==> src/rtl/mp_memory_pkg.sv <==
// Shared types and helpers for the N-port scratch memory.
// Lane arbitration is written for up to MAX_PORTS ports.
package mp_memory_pkg;

   localparam int MAX_PORTS = 8;
   localparam int PORT_W    = 3;
   localparam int LANE_W    = 8;

   typedef enum logic [1:0] {
      IDLE,
      CLEAR,
      DONE
   } clr_state_t;

   typedef struct packed {
      logic              hit;
      logic              multi;
      logic [PORT_W-1:0] idx;
   } lane_pick_t;

   // req[q] = port q is an active writer of this byte lane at the address under test.
   // Walking downwards leaves the lowest requesting port as the winner.
   function automatic lane_pick_t pick_lane(input logic [MAX_PORTS-1:0] req);
      lane_pick_t pick;
      pick = '0;
      for (int q = MAX_PORTS - 1; q >= 0; q--) begin
         if (req[q]) begin
            pick.multi = pick.multi | pick.hit;
            pick.hit   = 1'b1;
            pick.idx   = PORT_W'(q);
         end
      end
      return pick;
   endfunction

endpackage

==> src/rtl/mp_memory_wmerge.sv <==
// Combinational write merge: for each port's address, the per-lane winning write
// data, the mask of lanes written this cycle, and a flag for overlapping writers.
module mp_memory_wmerge
   import mp_memory_pkg::*;
#(
   parameter int DATA   = 8,
   parameter int ADDR   = 4,
   parameter int NPORTS = 2
) (
   input  logic [NPORTS-1:0]             act_wr,
   input  logic [NPORTS*(DATA/8)-1:0]    be,
   input  logic [NPORTS*ADDR-1:0]        addr,
   input  logic [NPORTS*DATA-1:0]        din,
   output logic [NPORTS*DATA-1:0]        merged,
   output logic [NPORTS*(DATA/8)-1:0]    mask,
   output logic                          conflict
);

   localparam int BYTES = DATA / LANE_W;

   logic [MAX_PORTS-1:0] req;
   lane_pick_t           pick;

   // Writers colliding on one address resolve identically from every port's view,
   // so every writer can commit its own merged word without disagreement.
   always_comb begin
      merged   = '0;
      mask     = '0;
      conflict = 1'b0;
      req      = '0;
      pick     = '0;
      for (int p = 0; p < NPORTS; p++) begin
         for (int b = 0; b < BYTES; b++) begin
            req = '0;
            for (int q = 0; q < NPORTS; q++) begin
               req[q] = act_wr[q] & be[q*BYTES + b]
                        & (addr[q*ADDR +: ADDR] == addr[p*ADDR +: ADDR]);
            end
            pick = pick_lane(req);
            mask[p*BYTES + b] = pick.hit;
            merged[p*DATA + b*LANE_W +: LANE_W] = din[int'(pick.idx)*DATA + b*LANE_W +: LANE_W];
            conflict = conflict | pick.multi;
         end
      end
   end

endmodule

==> src/rtl/mp_memory.sv <==
// N-port byte-enabled scratch memory with write merge, conflict counting,
// selectable read-during-write behaviour, optional output register and clear engine.
module mp_memory
   import mp_memory_pkg::*;
#(
   parameter int DATA        = 8,
   parameter int ADDR        = 4,
   parameter int NPORTS      = 2,
   parameter int WRITE_FIRST = 1,
   parameter int OUT_REG     = 0,
   parameter int CNT_W       = 8
) (
   input  logic                       clk,
   input  logic                       rst_n,
   input  logic [NPORTS-1:0]          en,
   input  logic [NPORTS-1:0]          wr,
   input  logic [NPORTS*(DATA/8)-1:0] be,
   input  logic [NPORTS*ADDR-1:0]     addr,
   input  logic [NPORTS*DATA-1:0]     din,
   output logic [NPORTS*DATA-1:0]     dout,
   output logic [NPORTS-1:0]          dvalid,
   input  logic                       clear_req,
   output logic                       busy,
   output logic                       clear_done,
   output logic                       conflict,
   input  logic                       conflict_clr,
   output logic [CNT_W-1:0]           conflict_cnt
);

   localparam int BYTES = DATA / LANE_W;
   localparam int DEPTH = 2 ** ADDR;

   logic [DATA-1:0]         mem [DEPTH];
   clr_state_t              state, state_nxt;
   logic [ADDR-1:0]         ptr;
   logic [NPORTS-1:0]       act, act_wr;
   logic [NPORTS*DATA-1:0]  merged, rd_word, s1_data;
   logic [NPORTS*BYTES-1:0] mask;
   logic [NPORTS-1:0]       s1_valid;
   logic                    wconflict;

   assign act    = en & {NPORTS{~busy}};
   assign act_wr = act & wr;

   mp_memory_wmerge #(.DATA(DATA), .ADDR(ADDR), .NPORTS(NPORTS)) u_wmerge (
      .act_wr   (act_wr),
      .be       (be),
      .addr     (addr),
      .din      (din),
      .merged   (merged),
      .mask     (mask),
      .conflict (wconflict)
   );

   always_ff @(posedge clk or negedge rst_n) begin
      if (!rst_n) state <= IDLE;
      else        state <= state_nxt;
   end

   always_ff @(posedge clk or negedge rst_n) begin
      if (!rst_n)              ptr <= '0;
      else if (state == CLEAR) ptr <= ptr + ADDR'(1);
      else                     ptr <= '0;
   end

   always_comb begin
      state_nxt = state;
      unique case (state)
         IDLE:    if (clear_req) state_nxt = CLEAR;
         CLEAR:   if (ptr == '1) state_nxt = DONE;
         DONE:    state_nxt = IDLE;
         default: state_nxt = IDLE;
      endcase
   end

   always_comb begin
      busy       = 1'b0;
      clear_done = 1'b0;
      case (state)
         CLEAR:   busy       = 1'b1;
         DONE:    clear_done = 1'b1;
         default: ;
      endcase
   end

   // Storage is deliberately left out of reset; the clear engine owns initialisation.
   always_ff @(posedge clk) begin
      if (state == CLEAR) mem[ptr] <= '0;
      for (int p = 0; p < NPORTS; p++) begin
         if (act_wr[p]) begin
            for (int b = 0; b < BYTES; b++) begin
               if (mask[p*BYTES + b])
                  mem[addr[p*ADDR +: ADDR]][b*LANE_W +: LANE_W] <= merged[p*DATA + b*LANE_W +: LANE_W];
            end
         end
      end
   end

   always_comb begin
      rd_word = '0;
      for (int p = 0; p < NPORTS; p++) begin
         rd_word[p*DATA +: DATA] = mem[addr[p*ADDR +: ADDR]];
         if (WRITE_FIRST != 0) begin
            for (int b = 0; b < BYTES; b++) begin
               if (mask[p*BYTES + b])
                  rd_word[p*DATA + b*LANE_W +: LANE_W] = merged[p*DATA + b*LANE_W +: LANE_W];
            end
         end
      end
   end

   always_ff @(posedge clk or negedge rst_n) begin
      if (!rst_n) begin
         s1_data  <= '0;
         s1_valid <= '0;
      end else begin
         for (int p = 0; p < NPORTS; p++) begin
            s1_valid[p] <= act[p];
            if (act[p]) s1_data[p*DATA +: DATA] <= rd_word[p*DATA +: DATA];
         end
      end
   end

   generate
      if (OUT_REG != 0) begin : g_out_reg
         logic [NPORTS*DATA-1:0] s2_data;
         logic [NPORTS-1:0]      s2_valid;

         always_ff @(posedge clk or negedge rst_n) begin
            if (!rst_n) begin
               s2_data  <= '0;
               s2_valid <= '0;
            end else begin
               for (int p = 0; p < NPORTS; p++) begin
                  s2_valid[p] <= s1_valid[p];
                  if (s1_valid[p]) s2_data[p*DATA +: DATA] <= s1_data[p*DATA +: DATA];
               end
            end
         end

         assign dout   = s2_data;
         assign dvalid = s2_valid;
      end else begin : g_no_out_reg
         assign dout   = s1_data;
         assign dvalid = s1_valid;
      end
   endgenerate

   always_ff @(posedge clk or negedge rst_n) begin
      if (!rst_n) begin
         conflict     <= 1'b0;
         conflict_cnt <= '0;
      end else if (conflict_clr) begin
         conflict     <= 1'b0;
         conflict_cnt <= '0;
      end else if (wconflict) begin
         conflict <= 1'b1;
         if (conflict_cnt != '1) conflict_cnt <= conflict_cnt + CNT_W'(1);
      end
   end

endmodule
==> config.mk <==
export PLATFORM = sky130hd
export DESIGN_NAME = mp_memory
export DESIGN_NICKNAME = d
export VERILOG_FILES = /design/src/rtl/mp_memory_pkg.sv /design/src/rtl/mp_memory_wmerge.sv /design/src/rtl/mp_memory.sv
export SDC_FILE = /design/constraint.sdc
export NUM_CORES = 1
export LEC_CHECK = 0
export CORE_AREA = 8 8 191 102
export CTS_BUF_LIST = sky130_fd_sc_hd__clkbuf_8 sky130_fd_sc_hd__clkbuf_16
export DETAILED_ROUTE_END_ITERATION = 16
export DIE_AREA = 0 0 199 110
export PLACE_DENSITY = 0.8
export SYNTH_ARGS = -nofsm -noshare
export SYNTH_HDL_FRONTEND = slang
export SYNTH_SLANG_ARGS = --single-unit
export TNS_END_PERCENT = 100
==> constraint.sdc <==
create_clock -name clk -period 6.05 [get_ports clk]
set_input_delay 0.605 -clock clk [delete_from_list [all_inputs] [get_ports clk]]
set_output_delay 0.605 -clock clk [all_outputs]
set_load 0.01 [all_outputs]
# --- Word level (Yosys, flattened, before mapping) ---
# Memory sizes are Yosys's and may differ from the RTL's.
# Cells that the tools add are included.
totals:
  n_memories: 1
  reg_bits: 33
  input_bits: 34
  mem_bits_rw: 128
  word_cells: 63
op_classes:
  shifts: 2
  n_eq_ne: 8
  n_mux: 27
  reduce_logical: 6
  bitwise: 10
  addsub: 2
mem_list:
  columns: ["memory", "depth", "width", "rd", "rd_clocked_by_memory_dff", "write_ports", "line", "rtl"]
  rows:
  - ["mem", 16, 8, 2, 0, 2, "mp_memory.sv:33", "logic [DATA-1:0] mem [DEPTH];"]
op_table:
  columns: ["operator", "n"]
  rows:
  - ["2-to-1 mux 8 bit", 6]
  - ["indexed part select 16 x 7 -> 8 bit", 2]
  - ["2-to-1 mux 5 bit", 4]
  - ["2-to-1 mux 1 bit", 12]
  - ["adder 8 x 1 -> 8 bit, second input constant", 1]
  - ["equality test 4 bit", 2]
  - ["2-to-1 mux 4 bit", 2]
  - ["!= test 8 bit, second input constant", 1]
  - ["OR reduction 8 bit", 1]
  - ["adder 4 x 1 -> 4 bit, second input constant", 1]
  - ["AND 1 bit", 4]
  - ["AND 2 bit", 2]
  - ["equality test 4 bit, second input constant", 1]
  - ["2-to-1 mux 2 bit", 2]
  - ["!= test 2 bit, second input constant", 2]
  - ["case mux 2 bit (2 select lines)", 1]
  - ["AND reduction 2 bit", 2]
  - ["nonzero test 2 bit", 2]
  - ["OR 1 bit", 3]
  - ["equality test 2 x 1 -> 1 bit, second input constant", 1]
  - ["equality test 2 bit, second input constant", 1]
  - ["zero test 2 bit", 1]
  - ["NOT 1 bit", 1]

# --- Depth between registers and ports, before layout ---
depth:
  word_depth: 15
  depth_mapped: 9
  depth_no_buf: 6

# --- By module ---
# Synthesis repeated with hierarchy kept, for this count alone.
hier_totals:
  hier_cells: 686
  area_unflattened_um2: 9688.0
by_module_without_submodules:
  columns: ["mod", "n_inst", "cells_each", "seq_area_each_um2", "area_each_um2"]
  rows:
  - ["mp_memory", 1, 657, 4669.5, 9404.0]
  - ["mp_memory_wmerge", 1, 29, 0.0, 284.0]

# --- Least setup slack after synthesis ---
# No wires, ideal clock.
synth_path:
  path_kind: "in2reg"
  start: "in addr[4]"
  end: "mem mem[11][0] (enable)"
  path_stages: 6
  arrival_time_ns: 2.777
  path_slack_ns: 2.869
  path_cell_list: "buf_2 -> xnor2_4 -> nand4_4 -> o31a_1 -> clkbuf_1 -> o311ai_0"
synth_rtl:
  columns: ["item", "line", "rtl"]
  rows:
  - ["start: declaration", "mp_memory.sv:18", "input logic [NPORTS*ADDR-1:0] addr,"]
  - ["end: declaration", "mp_memory.sv:33", null]

==> flow_summary.rst <==
.. list-table::
   :header-rows: 1

   * - Metric
     - Value
   * - Status
     - finished, final reports clean
   * - Area share of the leading cell type in the synthesized netlist
     - 0.389
   * - Ratio of final minimum period to clock period
     - 0.752
   * - Cell Rows
     - 34
   * - Clock-pin slew reported for the worst setup and hold paths after clock tree synthesis
     - around 0.07 ns
   * - Maximum clock insertion buffer count
     - 2
   * - Critical Path Sink Type
     - flop
   * - Worst hold slack after final layout
     - approximately 0.45 ns
   * - Maximum clock frequency
     - 220 MHz
   * - Share of final-layout standard cells stronger than drive strength 1
     - 0.197
   * - Stage delay of the slowest cell on the critical path
     - around 0.9 ns
   * - Area growth from synthesis to final layout
     - 13.6%
   * - Y dimension of the die
     - 110 um
   * - Synthesized netlist cell count
     - 736
   * - CTS Hold Bufs
     - 0
   * - Maximum number of pins on one net before global-route repair
     - 41
   * - Setup crit start kind
     - input port
   * - Hold violation count in the final report
     - 0
   * - Antenna violations before repair
     - 0
   * - Post-synthesis area per instance
     - 13.4 um^2
   * - IO Pins
     - 63
   * - Slew at the pin with the worst max-slew slack
     - 1.44 ns
   * - Sequential share of the synthesized area
     - 0.473
   * - Most frequently used flop master after synthesis
     - sky130_fd_sc_hd__edfxtp_1
   * - Remaining DRCs
     - 0
   * - Final Slew Violations
     - 0
   * - Total number of vias
     - 7575
   * - Routed wire length per instance
     - 34.5 um
   * - Total overflow reported by the global router
     - 0
   * - Vias in the first global route
     - about 7300
   * - Number of nets in the layout
     - 793
   * - Total negative slack
     - 0 ns
   * - Max rail drop VDD
     - 235 uV
   * - Number of DRC markers after the initial detailed-route iteration
     - 1253
   * - Final ANT Viol Nets
     - 0
   * - Worst min-delay path category
     - flop to flop
   * - Clock tree from TritonCTS
     - done
   * - Unique masters post-synth
     - 63
   * - Latest clock arrival within the worst-skew pair
     - 0.44 ns
   * - HPWL after DPL
     - 24.5 mm
   * - Count of instances resized after the clock tree is built
     - 0
   * - Worst hold start
     - state[1]
   * - Cts bufs inserted
     - 17
   * - Data required time of the worst path
     - 6.11 ns
   * - Setup repair after global routing missed its margin
     - no
   * - Number of synthesized flops with an enable pin
     - approximately 130
   * - Worst-path cell chain
     - clkdlybuf4s50_1 > xnor2_2 > nand4_4 > o21ai_2 > nand4_1 > o21ai_0
   * - Max FO, Critical Path
     - 22
   * - Maximum level of the CTS H-tree
     - 4
   * - LEAKAGE
     - between 4 and 5 nW
   * - Min Tclk post-route
     - 4.55 ns
   * - Number of setup buffers added after CTS
     - 0
   * - Starting utilization of the core area
     - 0.584
   * - Cell types occupying the most area after synthesis
     - sky130_fd_sc_hd__edfxtp_1, sky130_fd_sc_hd__mux2i_1, sky130_fd_sc_hd__mux4_2, sky130_fd_sc_hd__dfrtp_1, sky130_fd_sc_hd__a22o_1
   * - Number of buffer cells added on primary ports
     - 62
   * - Clk sinks
     - 161
   * - Power Density
     - around 340 nW/um^2
   * - Post-Route Skew
     - 0.0123 ns
   * - Reg-to-reg critical path startpoint
     - state[1]
   * - Horizontal extent of the die
     - ~200 um
   * - Arrival time of the worst setup path
     - approximately 4.6 ns
   * - Global placement routability congestion
     - between 1 and 1.5
   * - Detailed Routing Iterations Pass 1
     - 6
   * - Number of inserted filler cells in the final layout
     - 1178
   * - First-pass GRT wire length
     - 49.6 mm
   * - Slew HR
     - 0.0407
   * - Final setup viols
     - 0
   * - #FFs+latches synth
     - 161
   * - Netlist Area Pre-Place
     - 9870 um^2
   * - Max-cap check violation count
     - 0
   * - Syn Nets
     - 772
   * - Ys Warns
     - 0
   * - Start point of the critical path
     - addr[3]
   * - Standard cell with the maximum stage delay on the critical path
     - sky130_fd_sc_hd__clkdlybuf4s50_1
   * - Clock Tree Root
     - sky130_fd_sc_hd__clkbuf_16
   * - Setup CP Type
     - input port to flop
   * - Post-Route Utilization
     - 0.664
   * - Cell taking the most area after synthesis
     - sky130_fd_sc_hd__edfxtp_1
   * - Post-synth ARST share
     - 0.205
   * - Placeable core region
     - 16900 um^2
   * - Post-DR vias/cell
     - 7.54
   * - Die ar.
     - 21900 um^2
   * - Total global routing track utilization
     - 0.323
   * - Detailed Route WL
     - ~35 mm
## metal layers
| metal | GRT usage | routed length, um |
|---|---|---|
| met5 | 0 | 0 |
| met4 | 0.0752 | 700 |
| met3 | 0.208 | 7240 |
| met2 | 0.424 | 13500 |
| met1 | 0.437 | 13200 |
## kinds of logic after synthesis
family                   after synthesis  share of synthesized area
flip-flops                           161                      0.473
AO/OA/AOI/OAI                        101                     0.0791
multiplexers                         220                      0.302
XOR/XNOR                               7                     0.0127
adder cells (fa/ha/maj)                2                    0.00253
buffers and inverters                 82                     0.0373
AND/OR/NAND/NOR                      163                     0.0934
## power breakdown
part	internal (mW)	leakage (nW)	switching (mW)
clock	0.623	0.292	0.502
combinational	0.430	2.83	0.595
sequential	1.46	1.61	0.189
total	2.52	4.73	1.29
## synth_stat cells (all sizes together), types with 6 or more instances
library cell	count
nor2	34
o21ai	21
nand3	20
a22o	21
a221o	8
and3	14
a21oi	6
a22oi	7
clkbuf	37
edfxtp	128
o221ai	7
nand2b	6
nand2	30
mux4	62
o311ai	8
mux2i	156
dfrtp	33
buf	39
nor3	6
inv	6
nand4	12
nor2b	17
a31oi	8
xnor2	6
## critical path, delay by kind of cell
| family | cells | cell delay (ns) |
|---|---|---|
| AOI/OAI and AO/OA | 2 | 1.55 |
| and+or+nand+nor | 2 | 1.05 |
| buffers and inverters | 1 | 0.90 |
| xor gates and xnor gates | 1 | 0.48 |
## cell type report
cell class	count	area (um^2)	area share
Sequential cell	161	4670	0.416
Clock buffer	17	425	0.0379
Timing Repair Buffer	78	721	0.0643
Antenna cell	1	2.50	0.000223
Clock inverter	15	174	0.0155
Tap cell	234	293	0.0261
Multi-Input combinational cell	493	4910	0.438
Inverter	6	22.5	0.00201
## layout by cell type, fill, tap and decap left out, drive strengths merged, types with 17 or more instances in the layout
cell type / n
dfrtp: 33
nor2: 34
buf: 20
o21ai: 21
mux2i: 156
nand2: 30
clkbuf: 17
edfxtp: 128
nor2b: 17
nand3: 20
mux4: 62
clkdlybuf4s50: 58
a22o: 21
## stage by stage
step | area, um^2 | setup WS, ns | power [mW] | std cells
after floorplan | 9870 | 2.87 | 2.17 | 736
final | 11200 | 1.50 | 3.80 | 1005
after detailed placement | 10600 | 1.24 | 2.63 | 972
after CTS | 11200 | 1.71 | 3.74 | 1004
after global routing | 11200 | 1.38 | 3.90 | 1004
after global placement | 10600 | 1.51 | 2.60 | 972
## path summary, 6_finish.rpt
| check | endpoint | slack [ns] | cells past startpoint |
|---|---|---|---|
| setup / recovery | mem[14][6] | 1.50 | 6 |
| hold / removal | state[0] | 0.45 | 1 |
| setup reg to reg | mem[14][6] | 2.14 | 5 |
| hold reg to reg | state[0] | 0.45 | 1 |
| max in group asynchronous | dout[4] | 5.14 | 2 |
| min in group asynchronous | conflict_cnt[3] | 0.58 | 2 |
## flip-flops by register name (all words and copies together) (netlist names)
name,count
conflict,1
conflict_cnt,8
dout,16
dvalid,2
mem,128
ptr,4
state,2
Power figures use the tool's default switching activity.
